### src/rtl/keypad_entry_controller.sv
// Keypad entry controller.
// Takes the key-held flag and key code from a keypad encoder, synchronizes
// and debounces the flag, accepts one key per press, and assembles a
// four-digit BCD code. Clear (*), enter (#), overflow, short-enter and
// idle-timeout handling are included. All outputs are registered.
module keypad_entry_controller #(
    parameter int DEBOUNCE_CYCLES = 4,
    parameter int TIMEOUT_CYCLES  = 1000
) (
    input  logic        clk,
    input  logic        reset,
    input  logic        dav,
    input  logic [3:0]  d,
    output logic [15:0] code,
    output logic        code_valid,
    output logic [2:0]  digit_count,
    output logic        key_pulse,
    output logic        err,
    output logic        timeout
);

    // Counter widths are derived from the parameters, with a minimum of
    // one bit so that a parameter value of 1 still elaborates.
    localparam int DEB_W = (DEBOUNCE_CYCLES > 1) ? $clog2(DEBOUNCE_CYCLES) : 1;
    localparam int TO_W  = (TIMEOUT_CYCLES  > 1) ? $clog2(TIMEOUT_CYCLES)  : 1;

    localparam logic [DEB_W-1:0] DEB_LAST = DEB_W'(DEBOUNCE_CYCLES - 1);
    localparam logic [TO_W-1:0]  TO_LAST  = TO_W'(TIMEOUT_CYCLES - 1);

    localparam logic [3:0] KEY_CLEAR = 4'hA;
    localparam logic [3:0] KEY_ENTER = 4'hB;
    localparam logic [2:0] FULL_CNT  = 3'd4;

    typedef enum logic [2:0] {
        IDLE        = 3'd0,
        PRESS_DEB   = 3'd1,
        ACCEPT      = 3'd2,
        HELD        = 3'd3,
        RELEASE_DEB = 3'd4
    } state_t;

    // Key classification: codes 0-9 are digits.
    function automatic logic is_digit(input logic [3:0] key);
        is_digit = (key <= 4'd9);
    endfunction

    // Shift a new digit into the least significant nibble of the buffer.
    function automatic logic [15:0] shift_in(input logic [15:0] buf_val,
                                             input logic [3:0]  digit);
        shift_in = {buf_val[11:0], digit};
    endfunction

    logic             sync1_r;
    logic             davs_r;
    state_t           state_r;
    state_t           state_next_s;
    logic [DEB_W-1:0] deb_cnt_r;
    logic [DEB_W-1:0] deb_cnt_next_s;
    logic             accept_s;
    logic [TO_W-1:0]  idle_cnt_r;
    logic [15:0]      code_r;
    logic [2:0]       digit_count_r;
    logic             code_valid_r;
    logic             key_pulse_r;
    logic             err_r;
    logic             timeout_r;
    logic             clear_pending_r;

    // Two-flop synchronizer for the asynchronous key-held flag.
    always_ff @(posedge clk or negedge reset) begin
        if (!reset) begin
            sync1_r <= 1'b0;
            davs_r  <= 1'b0;
        end else begin
            sync1_r <= dav;
            davs_r  <= sync1_r;
        end
    end

    // Press/release FSM state and debounce counter registers.
    always_ff @(posedge clk or negedge reset) begin
        if (!reset) begin
            state_r   <= IDLE;
            deb_cnt_r <= {DEB_W{1'b0}};
        end else begin
            state_r   <= state_next_s;
            deb_cnt_r <= deb_cnt_next_s;
        end
    end

    // Next-state logic: debounce press, accept once, debounce release.
    always_comb begin
        state_next_s   = state_r;
        deb_cnt_next_s = deb_cnt_r;
        accept_s       = 1'b0;
        case (state_r)
            IDLE: begin
                deb_cnt_next_s = {DEB_W{1'b0}};
                if (davs_r) begin
                    state_next_s = PRESS_DEB;
                end else begin
                    state_next_s = IDLE;
                end
            end
            PRESS_DEB: begin
                if (!davs_r) begin
                    state_next_s   = IDLE;
                    deb_cnt_next_s = {DEB_W{1'b0}};
                end else if (deb_cnt_r == DEB_LAST) begin
                    state_next_s   = ACCEPT;
                    deb_cnt_next_s = {DEB_W{1'b0}};
                end else begin
                    deb_cnt_next_s = deb_cnt_r + DEB_W'(1);
                end
            end
            ACCEPT: begin
                accept_s       = 1'b1;
                state_next_s   = HELD;
                deb_cnt_next_s = {DEB_W{1'b0}};
            end
            HELD: begin
                deb_cnt_next_s = {DEB_W{1'b0}};
                if (!davs_r) begin
                    state_next_s = RELEASE_DEB;
                end else begin
                    state_next_s = HELD;
                end
            end
            RELEASE_DEB: begin
                if (davs_r) begin
                    state_next_s   = HELD;
                    deb_cnt_next_s = {DEB_W{1'b0}};
                end else if (deb_cnt_r == DEB_LAST) begin
                    state_next_s   = IDLE;
                    deb_cnt_next_s = {DEB_W{1'b0}};
                end else begin
                    deb_cnt_next_s = deb_cnt_r + DEB_W'(1);
                end
            end
            default: begin
                state_next_s   = IDLE;
                deb_cnt_next_s = {DEB_W{1'b0}};
            end
        endcase
    end

    // Entry buffer, idle timer and status pulses. A key action always has
    // priority over the idle timeout, so code_valid/err and timeout can
    // never coincide. A completed code is held for the code_valid cycle
    // and cleared on the following one.
    always_ff @(posedge clk or negedge reset) begin
        if (!reset) begin
            code_r          <= 16'h0000;
            digit_count_r   <= 3'd0;
            code_valid_r    <= 1'b0;
            key_pulse_r     <= 1'b0;
            err_r           <= 1'b0;
            timeout_r       <= 1'b0;
            idle_cnt_r      <= {TO_W{1'b0}};
            clear_pending_r <= 1'b0;
        end else begin
            key_pulse_r  <= accept_s;
            code_valid_r <= 1'b0;
            err_r        <= 1'b0;
            timeout_r    <= 1'b0;
            if (clear_pending_r) begin
                code_r          <= 16'h0000;
                digit_count_r   <= 3'd0;
                idle_cnt_r      <= {TO_W{1'b0}};
                clear_pending_r <= 1'b0;
            end else if (accept_s) begin
                idle_cnt_r <= {TO_W{1'b0}};
                if (is_digit(d)) begin
                    if (digit_count_r != FULL_CNT) begin
                        code_r        <= shift_in(code_r, d);
                        digit_count_r <= digit_count_r + 3'd1;
                    end else begin
                        err_r <= 1'b1;
                    end
                end else if (d == KEY_CLEAR) begin
                    code_r        <= 16'h0000;
                    digit_count_r <= 3'd0;
                end else if (d == KEY_ENTER) begin
                    if (digit_count_r == FULL_CNT) begin
                        code_valid_r    <= 1'b1;
                        clear_pending_r <= 1'b1;
                    end else begin
                        err_r         <= 1'b1;
                        code_r        <= 16'h0000;
                        digit_count_r <= 3'd0;
                    end
                end else begin
                    // Codes C-F: only the key pulse is produced.
                    code_r <= code_r;
                end
            end else if (digit_count_r == 3'd0) begin
                idle_cnt_r <= {TO_W{1'b0}};
            end else if (idle_cnt_r == TO_LAST) begin
                timeout_r     <= 1'b1;
                code_r        <= 16'h0000;
                digit_count_r <= 3'd0;
                idle_cnt_r    <= {TO_W{1'b0}};
            end else begin
                idle_cnt_r <= idle_cnt_r + TO_W'(1);
            end
        end
    end

    assign code        = code_r;
    assign digit_count = digit_count_r;
    assign code_valid  = code_valid_r;
    assign key_pulse   = key_pulse_r;
    assign err         = err_r;
    assign timeout     = timeout_r;

endmodule
### config.mk
export PLATFORM = sky130hd
export DESIGN_NAME = keypad_entry_controller
export DESIGN_NICKNAME = d
export VERILOG_FILES = /design/src/rtl/keypad_entry_controller.sv
export SDC_FILE = /design/constraint.sdc
export NUM_CORES = 1
export LEC_CHECK = 0
export ABC_AREA = 1
export CAP_MARGIN = 20
export CORE_MARGIN = 2
export CORE_UTILIZATION = 54
export DETAILED_ROUTE_END_ITERATION = 8
export PLACE_DENSITY = 0.79
export SLEW_MARGIN = 20
export SYNTH_ARGS = -nofsm -noshare
export SYNTH_HDL_FRONTEND = slang
export SYNTH_SLANG_ARGS = --single-unit
### constraint.sdc
create_clock -name clk -period 2 [get_ports clk]
set_input_delay 0.5 -clock clk [delete_from_list [all_inputs] [get_ports clk]]
set_output_delay 0.5 -clock clk [all_outputs]
set_load 0.03 [all_outputs]
==> summary.md, run 1 <==
The flow ran to the end, and the final reports show no timing, DRC or antenna violations. Setup violations remaining at the end of the flow were counted as 0. The detailed router finished its first iteration with 81 violations. The clock drives 40 sinks.

The run gives 2 as the H-tree depth. The repair_antennas step left the layout with diodes totalling 0. A synthesized cell averages 8.067 um2. Data on the critical path is required at its endpoint by 1500 ps.

IR analysis of the VDD net gives a maximum drop of 0.6348 mV. The period utilization works out to 95.97%. The synthesized netlist devotes 0.8516% of its cell area to XOR and XNOR gates. The tools report the number of nets in the layout as 299.

The signal on the critical path passes through clkdlybuf4s50_1. Post-CTS timing repair inserted 0 buffers for setup. The path class of the tightest hold or removal check is input pin to async pin.

For the overflow left after global routing, the log shows 0. In this run, flip-flops and latches consume 43.4% of the power. The die extent in y is 65.72 um, and the net count after synthesis is 266.

The number of fill cells in the layout is 302. For the final database, setup skew stands at 3.255 ps. The number of global-route vias before repair is 1645.

The cell leakage power is 1.189 nW, and the area of the mapped netlist is 2057 um2. The run gives 4 as the count of TritonRoute iterations in the first routing pass. The wire length of the first global-routing pass is 7044 um. After synthesis, the largest family of logic cells by area is simple AND/OR/NAND/NOR gates.

The power density over the cells is 909.1 nW/um2. The final period demand of the worst path is 1919 ps, and the combinational group share of total power is 32.2%. The cell-internal power came out at 0.001410 W. The startpoint type of the worst setup path was a flop. The critical path's largest stage delay came out at 700 ps. For this run, asynchronously set or reset flops after synthesis account for 100.0%. At the later pin of the worst-skew pair, clock insertion delay measures 290 ps. In this run, synthesis produced a sequential element count of 40. The share of the core filled with cells in the final layout is 67.43%. The tools report the number of remaining DRC errors as 0. Yosys instantiated no cell more often than nand2_1. Counting instances in the post-synthesis netlist gives the leading cell types as nand2_1, dfrtp_1, inv_1, nor2_1, nand3_1. The final RePlAce weighted congestion was 0.7938.

The total I/O pin count was 30. The HPWL after detailed placement is 2830 um. The worst setup path is of the flop to primary output kind. The layout overhead on the synthesized area was 20.01%; the count of flip-flops with a built-in enable after synthesis was 0.

The sequential cells in the finished layout cover a total of 1001 um2. The run gives 2 as the maximum buffer depth of the clock tree. The clock slew at the register clock pins of the worst setup and hold paths is 70 ps, and the count of maximum capacitance violations is 0.

The synthesized netlist devotes 2.433% of its cell area to adder and majority cells. The routed layout has 1708 vias. The logs give 0 for the final count of pins violating max slew and 28 for the number of unique standard cell types used by synthesis.

The count of endpoints failing hold in the final timing report came out at 0. The number of I/O port buffers was 29. The tools report the number of antenna violations at the first check in global routing as 0.

Setup repair after global routing left no endpoint under its margin. The clock network accounts for 24.4% of the total power. Biggest fanout along the worst timing path: 5.

At the pin with the least slew margin, the transition time is 548.4 ps. The tools report the worst hold slack across all endpoints as 157.2 ps. After detailed routing, the number of vias per cell comes to 5.068. Highest achievable clock rate: 521.0 MHz.

Summing the areas of all compound-gate instances in the mapped netlist gives 2.981% of the synthesized area. The most used flip-flop cell after synthesis is dfrtp_1. TritonCTS created 5 clock buffers.

In this run the remaining antenna-violating nets after routing total 0. Measured against its own limit, the worst slew margin works out to 63.16%. Entering global routing, the biggest net connects 22 pins. In this run the standard cell core region covers 3661 um2.

The share of post-route cells with drive strength above 1 was 8.997%; the total area of multi-input combinational cells was 853.3 um2. The run gives 255 as the post-synthesis cell count. On the critical path, the stage with the largest delay is an instance of clkdlybuf4s50_1. Number of warning messages in the yosys log: 0. The logs give 1420 ps for the arrival time at the worst endpoint and 22 for the number of core rows. Global routing used 21.34% of the available tracks. The run gives 56.19% as the initial standard-cell utilization of the core.

In this design, the largest share of critical-path delay is due to buffers and inverters. The simple-gate portion of the synthesized area is 35.22%, and the fraction of power spent switching nets is 37.19%. TritonCTS built the clock tree.

The multiplexer share of the synthesized area came out at 0%. Buffer and inverter count on the worst path: 1. STA classifies the critical path endpoint as a primary output.

For the final routed database, the setup TNS stands at 0 ps. Summed over all nets, the switching power comes to 0.0008346 W. By area the synthesized netlist is led by dfrtp_1, nand2_1, nand3_1. The wire length per cell after detailed routing is 12.04 um, and the sequential share of the synthesized area is 48.66%.

The cell sitting at the root of the clock tree is a clkbuf_8. The tools report the wire length reported by the detailed router as 4058 um. The largest total area in the synthesized netlist belongs to dfrtp_1. The die covers 4319 um2. The synthesized design devotes to its leading area cell type 48.66% of total area.

The floorplan step set the die width to 65.72 um.
## power by group through the flow
stage	Clock [W]	Combinational (W)	Sequential (W)
finish	0.000548	0.000723	0.000973
CTS	0.000556	0.000731	0.000973
detailed placement	0	0.000723	0.000986
global placement	0	0.000704	0.000984
global route	0.000600	0.000802	0.000986
floorplan	0	0.000461	0.00106
## through the flow
stage | std cells | setup WS, ps | power, W | area, um2
floorplan | 255 | 321.3 | 0.001520 | 2057
global placement | 329 | 58.02 | 0.001688 | 2377
detailed placement | 329 | 18.28 | 0.001709 | 2377
CTS | 337 | 74.83 | 0.002260 | 2469
global route | 337 | 27.52 | 0.002388 | 2469
finish | 337 | 80.59 | 0.002244 | 2469
## path summary, 6_finish.rpt
check	to	slack (ps)	from	depth (start not counted)
max in group asynchronous	code[10]	1370	reset	2
worst min register to register	davs_r	380	sync1_r	0
worst min-delay path	state_r[0]	160	reset	1
worst max-delay path	digit_count[0]	80	digit_count[0]	1
worst max register to register	code[9]	320	digit_count[0]	9
min in group clk	davs_r	380	sync1_r	0
## cells in the final DEF (no fill, tap or decap), types with 2 or more instances in the layout
master           count
inv_1               36
a31oi_1              2
nand3_1             28
dfrtp_1             40
a21oi_1              3
nand3_2              3
clkbuf_8             6
nand3_4              2
clkinv_2             2
ha_1                 4
clkdlybuf4s50_1     27
nand2_1             66
nor2_1              36
xor2_1               2
o21ai_0              2
nand2_2              4
and3_1               2
nor3_1               5
nand4_1              5
buf_4                2
inv_2                2
## registers in the layout, summed over array words and instances (netlist names)
name and cells:
code 16, idle_cnt_r 10, digit_count 3, state_r 3, deb_cnt_r 2, clear_pending_r 1, davs_r 1, err 1
key_pulse 1, sync1_r 1, timeout 1
## final cells by class
class                           instances  area share (%)
Clock inverter                          2          0.4055
Inverter                               38           5.778
Sequential cell                        40           40.55
Timing Repair Buffer                   32           12.92
Clock buffer                            6           3.345
Multi-Input combinational cell        171           34.57
Tap cell                               48           2.433
## per-layer routing
metal | wire length, um | vias to the layer above | global-route usage [%]
met5 | 0 | - | 0
met4 | 42 | 0 | 5.469
met3 | 197 | 6 | 5.822
met2 | 2072 | 32 | 37.75
met1 | 1747 | 806 | 25.51
li1 | - | 864 | -
## logic make-up after synthesis
group           Yosys count
buf+inv                  44
fa+ha+maj                 4
xor+xnor                  2
simple gates            155
flops                    40
compound gates           10
## timing repair
action                                  4_1_cts  5_1_grt
resized for setup                             1        0
hold endpoints to repair                      0        0
hold buffers                                  0        0
endpoints found under the setup margin        1        0
Note: power is estimated with default switching activity, not from simulation.
==> inputs of run 2 (changes only) <==
Settings changed: CTS_CLUSTER_SIZE set to 16, MAX_ROUTING_LAYER set to met4, SLEW_MARGIN 20 to not set.
==> run 2 against run 1 <==
Net effect: wire length rose by 0.25%; maximum frequency up 0.17%; critical endpoint unchanged; non-clock buffer count unchanged; sequential share of layout area did not move; global-route usage up 0.47 points; power barely moved; register-to-register slack about the same; clock power about the same; largest cell class unchanged; clock skew fell by 0.78 ps; combinational power about the same; first-iteration DRC count grew 9.9%; critical path depth stayed put.
==> summary.md, run 2 (synthesized netlist as in run 1, its figures left out) <==
The flow ran to the end, and the final reports show no timing, DRC or antenna violations. STA classifies the critical path endpoint as a primary output. Leaving out fill and tap cells, the most frequent cells in the layout are nand2_1, dfrtp_1, inv_1, nor2_1, nand3_1. The biggest fanout along the worst timing path works out to 5 (unchanged). The final RePlAce weighted congestion was 0.8051 (+1.4%); the wire length of the first global-routing pass was 7031 um (-0.18%). The tools report the count of endpoints failing hold in the final timing report as 0 (unchanged). In this run the worst hold path is classified as input pin to async pin.

The logs give 0 (unchanged) for the overflow left after global routing and 18.28 ps (unchanged) for the post-placement worst setup slack. The number of nets in the layout is 299 (unchanged). Number of flip-flops under the largest register name: 16 (unchanged). The number of antenna violations at the first check in global routing is 0 (unchanged), and the buffer and inverter count on the worst path is 1 (unchanged). The run gives 4319 um2 (unchanged) as the die area. Critical setup path kind: flop to primary output. The run gives 83.84 ps (+3.246 ps) as the final critical-path setup slack. The maximum buffer depth of the clock tree is 2 (unchanged), and the H-tree depth is 2 (unchanged). TritonCTS built the clock tree. The maximum vdd drop is 0.6292 mV (-0.88%), and the total negative setup slack is 0 ps (unchanged).

The overall power consumption was 0.002244 W (about the same); the setup violation total in the final timing report was 0 (unchanged). The run gives 67.43% (unchanged) as the share of the core filled with cells in the final layout. The half-perimeter wire length of the detailed placement result is 2830 um (unchanged). The required time at the endpoint of the critical path was 1500 ps (about the same); the remaining antenna violation count after routing was 0 (unchanged). The initial standard-cell utilization of the core is 56.19% (unchanged), and the number of diodes added for antenna fixing is 0 (unchanged).

STA classifies the critical path startpoint as a flop. The overall track demand over capacity in global routing is 21.81% (+0.47 points). Pin slew with the least headroom to its limit: 549.0 ps (+0.5489 ps).

The wire length reported by the detailed router was 4068 um (+0.25%). In this run the clock root is driven by a clkbuf_8. The clock latency reported for the late side of the worst-skew pair is 290 ps (about the same), and the routed via count is 1717 (+0.53%). The leading cell type in the layout, fill and taps excluded was nand2_1. The number of I/O port buffers is 29 (unchanged), and the detailed-route vias per instance is 5.095 (+0.53%). The share of post-route cells with drive strength above 1 works out to 8.997% (unchanged). The period utilization was 95.81% (-0.16 points); the number of fill cells in the layout was 302 (unchanged). Count of maximum capacitance violations: 0 (unchanged). The number of remaining DRC errors was 0 (unchanged); the cell leakage power was 1.189 nW (unchanged). The count of TritonRoute iterations in the first routing pass is 4 (unchanged). The power density over the cells is 908.8 nW/um2 (about the same).

The signal on the critical path passes through clkdlybuf4s50_1. The run gives 1420 ps (about the same) as the arrival time at the worst endpoint. The layout overhead on the synthesized area was 20.01% (unchanged).

The die extent in y is 65.72 um (unchanged). Final count of pins violating max slew: 0 (unchanged). The logs give 22 (unchanged) for the number of core rows and 63.12% (about the same) for the worst relative slew slack. The net switching power is 0.0008340 W (about the same), and the total CTS buffers is 5 (unchanged). In this design, the largest share of critical-path delay is due to buffers and inverters. The highest achievable clock rate came out at 521.9 MHz (+0.17%). The pin count of the biggest net entering global routing was 22 (unchanged).

The clock skew after layout was 2.476 ps (-0.7796 ps); the number of sinks handled by clock tree synthesis was 40 (unchanged). The run gives 0 (unchanged) as the number of post-CTS setup repair buffers. The largest individual stage delay along the critical path comes from the cell clkdlybuf4s50_1. The tools report the combinational group share of total power as 32.3% (about the same).

The violation count after the first detailed-routing iteration is 89 (+9.9%), and the cell-internal power is 0.001409 W (about the same). Number of global-route vias before repair: 1653 (+0.49%). Width of the die: 65.72 um (unchanged). The tools report the total I/O pin count as 30 (unchanged). Setup repair after global routing left no endpoint under its margin. Clock slew at the register clock pins of the worst setup and hold paths: 70 ps (about the same).

The final period demand of the worst path came out at 1916 ps (-3.246 ps). The slack of the worst reg-to-reg path is 320 ps (about the same), and the part of the power in registers is 43.4% (about the same). The critical path's largest stage delay works out to 700 ps (about the same). The tools report the placeable core region as 3661 um2 (unchanged). The share of total power in the clock network is 24.3% (about the same). The fraction of power spent switching nets works out to 37.18% (about the same). The wire length per cell after detailed routing works out to 12.07 um (+0.25%).
[run 2: cell counts in the layout (fill, tap and decap cells not counted)]
No cell type changed its count.
[run 2: what timing repair did]
action / CTS / global route
resized for setup: 1 / 0
endpoints found under the setup margin: 1 / 0
hold buffers: 0 / 0
[run 2: worst paths after layout]
check                                from        endpoint  cells past startpoint
setup / recovery           digit_count[0]  digit_count[0]                      1
hold / removal                      reset      state_r[0]                      1
setup reg to reg           digit_count[0]         code[9]                      9
hold reg to reg                   sync1_r          davs_r                      0
max in group asynchronous           reset         code[1]                      2
min in group clk                  sync1_r          davs_r                      0
[run 2: layer usage]
metal	track usage (%)	wire, um	part of all wire (%)	vias to the layer above
met2	37.75	2062	51	32
li1	-	-	-	864
met5	-	0	0	-
met3	4.110	163	4.0	5
met1	25.62	1797	44	816
met4	7.031	44	1.1	0
[run 2: through the flow]
stage | cell area, um2 | cells | hold slack [ps]
2_1_floorplan | 2057 | 255 | 204.4
3_3_place_gp | 2377 | 329 | 332.8
3_5_place_dp | 2377 | 329 | 360.9
4_1_cts | 2469 | 337 | 178.4
5_1_grt | 2469 | 337 | 192.3
6_report | 2469 | 337 | 157.3
[run 2: final cells by class]
class / instances / area (um2) / area share [%]
multi-input cells: 171 / 853.3 / 34.57
clock inverters: 2 / 10.01 / 0.4055
well taps: 48 / 60.06 / 2.433
flip-flops and latches: 40 / 1001 / 40.55
repair buffers: 32 / 319.1 / 12.92
clock buffers: 6 / 82.58 / 3.345
inverters: 38 / 142.6 / 5.778
[run 2: power by group through the flow]
stage | Combinational (W) | Clock [W] | Sequential, W
after detailed placement | 0.000723 | 0 | 0.000986
after global placement | 0.000704 | 0 | 0.000984
final | 0.000725 | 0.000545 | 0.000973
after global routing | 0.000802 | 0.000596 | 0.000986
after CTS | 0.000731 | 0.000556 | 0.000973
after floorplan | 0.000461 | 0 | 0.00106
==> inputs of run 3 (changes only) <==
Settings changed: CAP_MARGIN 20 to not set.
==> results of run 3 <==
The final DEF is identical to that of run 2; final timing and power are the same.
